[src/rtl/reg_cmd_pkg.sv]
// -----------------------------------------------------------------------------
// reg_cmd_pkg
// Shared definitions for the UART-to-register-file command controller:
//   - state_t  : controller FSM state encoding
//   - CMD_WR   : command byte that starts a register write (address, data)
//   - CMD_RD   : command byte that starts a register read (address)
//   - ERR_BYTE : byte returned to the host when a read gets no answer
// -----------------------------------------------------------------------------
package reg_cmd_pkg;

   typedef enum logic [2:0] {
      IDLE     = 3'd0,
      WR_ADDR  = 3'd1,
      WR_DATA  = 3'd2,
      RD_ADDR  = 3'd3,
      RD_ISSUE = 3'd4,
      RD_WAIT  = 3'd5,
      TX_SEND  = 3'd6
   } state_t;

   localparam logic [7:0] CMD_WR   = 8'hAA;
   localparam logic [7:0] CMD_RD   = 8'hBB;
   localparam logic [7:0] ERR_BYTE = 8'hEE;

endpackage

[src/rtl/reg_cmd_ctrl.sv]
// -----------------------------------------------------------------------------
// reg_cmd_ctrl
// Decodes a byte stream from a UART receiver into register-file accesses.
//   Write: CMD_WR, addr, data  -> addr_en pulse, then WrEn pulse
//   Read : CMD_RD, addr        -> addr_en pulse, RdEn pulse, wait for
//                                 RdData_Valid, return the byte on tx_*
//
// Parameters
//   WIDTH      : data byte / register width
//   ADDR_W     : register-file address width (must be <= WIDTH)
//   RD_TIMEOUT : cycles to wait in RD_WAIT before answering ERR_BYTE
//                (only used when REQ_CMD_TIMEOUT_EN is defined)
//
// Ports
//   CLK, RST      : clock, synchronous active-high reset
//   rx_data/valid : byte strobe from the UART receiver
//   WrEn, RdEn    : register-file write / read strobes (one cycle)
//   addr_en       : address-latch strobe, Address valid with it
//   WrData        : write data, valid with WrEn
//   RrData        : read data, valid with RdData_Valid
//   tx_data/valid : byte offered to the UART transmitter, held until tx_ready
//   rx_drop       : pulse when an rx byte arrives while a read is in flight
//
// Configuration
//   `define REQ_CMD_TIMEOUT_EN adds a read-timeout counter in RD_WAIT.
//   Without it RD_WAIT waits forever and no counter is built.
//
// All outputs are driven straight from registers.
// -----------------------------------------------------------------------------
module reg_cmd_ctrl
   import reg_cmd_pkg::*;
#(
   parameter int WIDTH      = 8,
   parameter int ADDR_W     = 4,
   parameter int RD_TIMEOUT = 15
) (
   input  logic              CLK,
   input  logic              RST,
   input  logic [WIDTH-1:0]  rx_data,
   input  logic              rx_valid,
   output logic              WrEn,
   output logic              RdEn,
   output logic              addr_en,
   output logic [ADDR_W-1:0] Address,
   output logic [WIDTH-1:0]  WrData,
   input  logic [WIDTH-1:0]  RrData,
   input  logic              RdData_Valid,
   output logic [WIDTH-1:0]  tx_data,
   output logic              tx_valid,
   input  logic              tx_ready,
   output logic              rx_drop
);

   // Elaboration-time sanity on the parameter set.
   if (ADDR_W > WIDTH) begin : g_bad_addr_w
      $error("reg_cmd_ctrl: ADDR_W must not exceed WIDTH");
   end
   if (RD_TIMEOUT < 1) begin : g_bad_timeout
      $error("reg_cmd_ctrl: RD_TIMEOUT must be at least 1");
   end

   state_t              state_q;
   logic                wr_en_q;
   logic                rd_en_q;
   logic                addr_en_q;
   logic [ADDR_W-1:0]   address_q;
   logic [WIDTH-1:0]    wr_data_q;
   logic [WIDTH-1:0]    tx_data_q;
   logic                tx_valid_q;
   logic                rx_drop_q;

`ifdef REQ_CMD_TIMEOUT_EN
   localparam int CNT_W = $clog2(RD_TIMEOUT + 1);
   logic [CNT_W-1:0]    tmo_cnt_q;
`endif

   always_ff @(posedge CLK) begin
      if (RST) begin
         state_q    <= IDLE;
         wr_en_q    <= 1'b0;
         rd_en_q    <= 1'b0;
         addr_en_q  <= 1'b0;
         address_q  <= '0;
         wr_data_q  <= '0;
         tx_data_q  <= '0;
         tx_valid_q <= 1'b0;
         rx_drop_q  <= 1'b0;
`ifdef REQ_CMD_TIMEOUT_EN
         tmo_cnt_q  <= '0;
`endif
      end else begin
         // Strobes are single-cycle: cleared every edge unless re-set below.
         wr_en_q   <= 1'b0;
         rd_en_q   <= 1'b0;
         addr_en_q <= 1'b0;
         rx_drop_q <= 1'b0;

         unique case (state_q)
            IDLE: begin
               // Unknown bytes are swallowed without flagging rx_drop.
               if (rx_valid) begin
                  if (rx_data == WIDTH'(CMD_WR))      state_q <= WR_ADDR;
                  else if (rx_data == WIDTH'(CMD_RD)) state_q <= RD_ADDR;
               end
            end

            WR_ADDR: begin
               if (rx_valid) begin
                  // Upper byte bits are dropped, so addresses wrap.
                  address_q <= rx_data[ADDR_W-1:0];
                  addr_en_q <= 1'b1;
                  state_q   <= WR_DATA;
               end
            end

            WR_DATA: begin
               if (rx_valid) begin
                  wr_data_q <= rx_data;
                  wr_en_q   <= 1'b1;
                  state_q   <= IDLE;
               end
            end

            RD_ADDR: begin
               if (rx_valid) begin
                  address_q <= rx_data[ADDR_W-1:0];
                  addr_en_q <= 1'b1;
                  state_q   <= RD_ISSUE;
               end
            end

            RD_ISSUE: begin
               rd_en_q   <= 1'b1;
               rx_drop_q <= rx_valid;
               state_q   <= RD_WAIT;
`ifdef REQ_CMD_TIMEOUT_EN
               tmo_cnt_q <= '0;
`endif
            end

            RD_WAIT: begin
               rx_drop_q <= rx_valid;
               if (RdData_Valid) begin
                  tx_data_q  <= RrData;
                  tx_valid_q <= 1'b1;
                  state_q    <= TX_SEND;
               end
`ifdef REQ_CMD_TIMEOUT_EN
               // Last waiting cycle: answer with the error byte instead.
               else if (tmo_cnt_q == CNT_W'(RD_TIMEOUT - 1)) begin
                  tx_data_q  <= WIDTH'(ERR_BYTE);
                  tx_valid_q <= 1'b1;
                  state_q    <= TX_SEND;
               end else begin
                  tmo_cnt_q  <= tmo_cnt_q + CNT_W'(1);
               end
`endif
            end

            TX_SEND: begin
               rx_drop_q <= rx_valid;
               // tx_data is left untouched so it stays stable while offered.
               if (tx_ready) begin
                  tx_valid_q <= 1'b0;
                  state_q    <= IDLE;
               end
            end

            default: state_q <= IDLE;
         endcase
      end
   end

   assign WrEn     = wr_en_q;
   assign RdEn     = rd_en_q;
   assign addr_en  = addr_en_q;
   assign Address  = address_q;
   assign WrData   = wr_data_q;
   assign tx_data  = tx_data_q;
   assign tx_valid = tx_valid_q;
   assign rx_drop  = rx_drop_q;

endmodule
[config.mk]
export PLATFORM = sky130hd
export DESIGN_NAME = reg_cmd_ctrl
export DESIGN_NICKNAME = d
export VERILOG_FILES = /design/src/rtl/reg_cmd_pkg.sv /design/src/rtl/reg_cmd_ctrl.sv
export SDC_FILE = /design/constraint.sdc
export NUM_CORES = 1
export LEC_CHECK = 0
export CORE_UTILIZATION = 40
export DETAILED_ROUTE_END_ITERATION = 12
export PLACE_DENSITY = 0.81
export SLEW_MARGIN = 30
export SYNTH_ARGS = -nofsm -noshare
export SYNTH_HDL_FRONTEND = slang
export SYNTH_SLANG_ARGS = --single-unit
[constraint.sdc]
create_clock -name CLK -period 1.65 [get_ports CLK]
set_input_delay 0.165 -clock CLK [delete_from_list [all_inputs] [get_ports CLK]]
set_output_delay 0.165 -clock CLK [all_outputs]
set_load 0.01 [all_outputs]
==> results.txt <==
Worst Path Required: 1.86 ns
final worst-path cycle share: 0.864
Net count, final: 199
setup bufs post-CTS: 0
Avg Vias per Cell: 5.11
initial antenna violation count: 0
IO buf count: 45
syn avg cell area: 8.34 um2
final WL: 2.69 mm
switching power: 229 uW
nature of the critical path endpoint: flop
max-slew violation count: 0
# rows: 18
cts hold-fix bufs: 0
Internal: 872 uW
unrepaired setup endpoints after global routing: no
leading cell type in the layout, fill and taps excluded: clkdlybuf4s50_1
Initial DRT Pass Iterations: 4
vias in the first global route: 944
min Tclk post-route: 1.42 ns
Starting Density: 0.430
net count after synthesis: 150
Worst Setup Start Kind: flop
critical path's slowest cell: dfxtp_1
die area: 0.00290 mm2
Mapped Area: 0.00108 mm2
post-DR wirelength/cell: 13.0 um
reg-to-reg setup timing slack: 0.23 ns
worst skew pair latency: 0.32 ns
Max Cap Violations: 0
Max-slew headroom: 0.668
Worst Tran Pin Value: 0.497 ns
most frequent cells in the layout: clkdlybuf4s50_1, nand2_1, dfxtp_1
Hold Crit Class: in2reg
Resized cells post-CTS: 0
Area Overhead vs Synth: 50.5%
Critical Path AT: 1.63 ns
WS Path Type: reg2reg
setup tns final: 0 ns
count of cell types in the netlist: 26
diode count: 0
Vias: 1058
Final ANT Viol Nets: 0
first-pass GRT wire length: 4.16 mm
clk sinks: 28
CTS tree: yes
RD Place Congestion: 0.812
DR iter-0 viols: 9
PwrDens: 680 mW/mm2
Flop pwr share: 0.617
Die Span X: 53.9 um
CTS Buffer Depth: 2
final setup violation count: 0
share of layout cells above drive strength 1: 0.0678
io pins: 46
status: finished, final reports clean
Final Hold Viols: 0
Peak Freq: 702 MHz
Logic pwr share: 0.086
CTS Root Cell: clkbuf_4
GRT Residual Overflow: 0
total track usage: 0.199
post-route core utilization: 0.648
Reg clk slew, reported paths: 0.15 ns
clock share of power: 0.296
placeable core area: 0.00250 mm2
largest net degree at the start of global routing: 16
Worst Path Max Fanout: 5
sequential fraction of the synthesis area: 0.521
CP peak stage delay: 0.42 ns
cts bufs inserted: 3
CP Cell Sequence: or3b_1 > a31o_1 > o2111ai_1 > o31ai_1
sw frac: 0.208
die extent in y: 53.9 um
hpwl dp: 2.07 mm
H-tree depth: 1
remaining routing DRC violations: 0
skew final: 0.00692 ns
Syn Inst Count: 129
Max VDD drop: 0.443 mV
P_leak: 0.580 nW
synthesized flop and latch total: 28
Ys Warns: 0
==> worst max-delay path: cells and delay by family (launching register included) <==
family             cells  cell delay [ns]
AOI/OAI and AO/OA      3             0.49
DFF                    1             0.42
and+or+nand+nor        1             0.40
==> worst paths after layout <==
kind / startpoint / to / cells after the start
worst max-delay path: state_q[1] / state_q[1] / 4
worst min register to register: WrData[7] / WrData[7] / 2
worst min-delay path: RrData[5] / tx_data[5] / 3
worst max register to register: state_q[1] / state_q[1] / 4
==> synthesized netlist by cell type <==
cell type / instances / share of area
o21ai_0: 2 / 0.0093
o31ai_1: 3 / 0.021
a221oi_1: 1 / 0.0081
mux2i_1: 4 / 0.037
a21oi_1: 17 / 0.079
nand3_1: 3 / 0.014
clkbuf_1: 4 / 0.014
nand2_1: 34 / 0.12
inv_1: 4 / 0.014
nor3_1: 2 / 0.0093
nand3b_1: 1 / 0.0070
o41a_1: 1 / 0.010
a31o_1: 1 / 0.0081
buf_2: 3 / 0.014
o2111ai_1: 1 / 0.0081
nor2b_2: 1 / 0.0081
nor2_1: 9 / 0.031
and3_1: 1 / 0.0058
buf_1: 1 / 0.0035
nand4b_1: 1 / 0.0081
or3b_1: 2 / 0.016
nor4_1: 1 / 0.0058
a32oi_1: 1 / 0.0081
dfxtp_1: 28 / 0.52
xor2_1: 1 / 0.0081
nand2b_1: 2 / 0.012
==> routing by layer <==
layer,vias to the layer above,track usage,part of all wire,wire (um)
met5,-,0,0,0
met4,0,0.0702,0.0048,13
met3,2,0.0508,0.085,228
met2,38,0.352,0.51,1370
met1,485,0.229,0.40,1080
li1,533,-,-,-
==> flip-flops by register name (all words and copies together) (netlist names) <==
signal	count
Address	4
RdEn	1
WrData	8
WrEn	1
addr_en	1
rx_drop	1
state_q	3
tx_data	8
tx_valid	1
==> stage by stage <==
stage / setup WS (ns) / total power, mW / instance area [um2] / hold WS, ns / instances
after floorplan: 0.431 / 0.720 / 1080 / 0.301 / 129
after global placement: 0.0878 / 0.786 / 1580 / 0.441 / 203
after detailed placement: 0.0272 / 0.789 / 1580 / 0.450 / 203
after CTS: 0.232 / 1.11 / 1620 / 0.379 / 207
after global routing: 0.167 / 1.14 / 1620 / 0.392 / 207
final: 0.225 / 1.10 / 1620 / 0.387 / 207
==> area by class of cell <==
cell class,count,area [um2]
fillers,239,881
flip-flops and latches,28,561
repair buffers,52,503
multi-input cells,89,467
well taps,30,37.5
clock buffers,4,36.3
inverters,4,15.0
==> power groups by stage <==
stage	Combinational [mW]	Clock [mW]	Sequential [mW]
final	0.0952	0.326	0.680
after global routing	0.102	0.356	0.680
after CTS	0.0955	0.337	0.680
after detailed placement	0.0946	0	0.694
after global placement	0.0923	0	0.694
after floorplan	0.0252	0	0.695
==> logic make-up (layout without fill, tap and decap cells) <==
kind of cell / count (synthesis) / after routing / share of synthesized area
AO/OA/AOI/OAI: 27 / 27 / 0.152
multiplexers: 4 / 4 / 0.0372
buffers and inverters: 12 / 60 / 0.0453
XOR/XNOR: 1 / 1 / 0.00814
AND/OR/NAND/NOR: 57 / 57 / 0.236
flip-flops: 28 / 28 / 0.521
(Power assumes the default switching activity.)
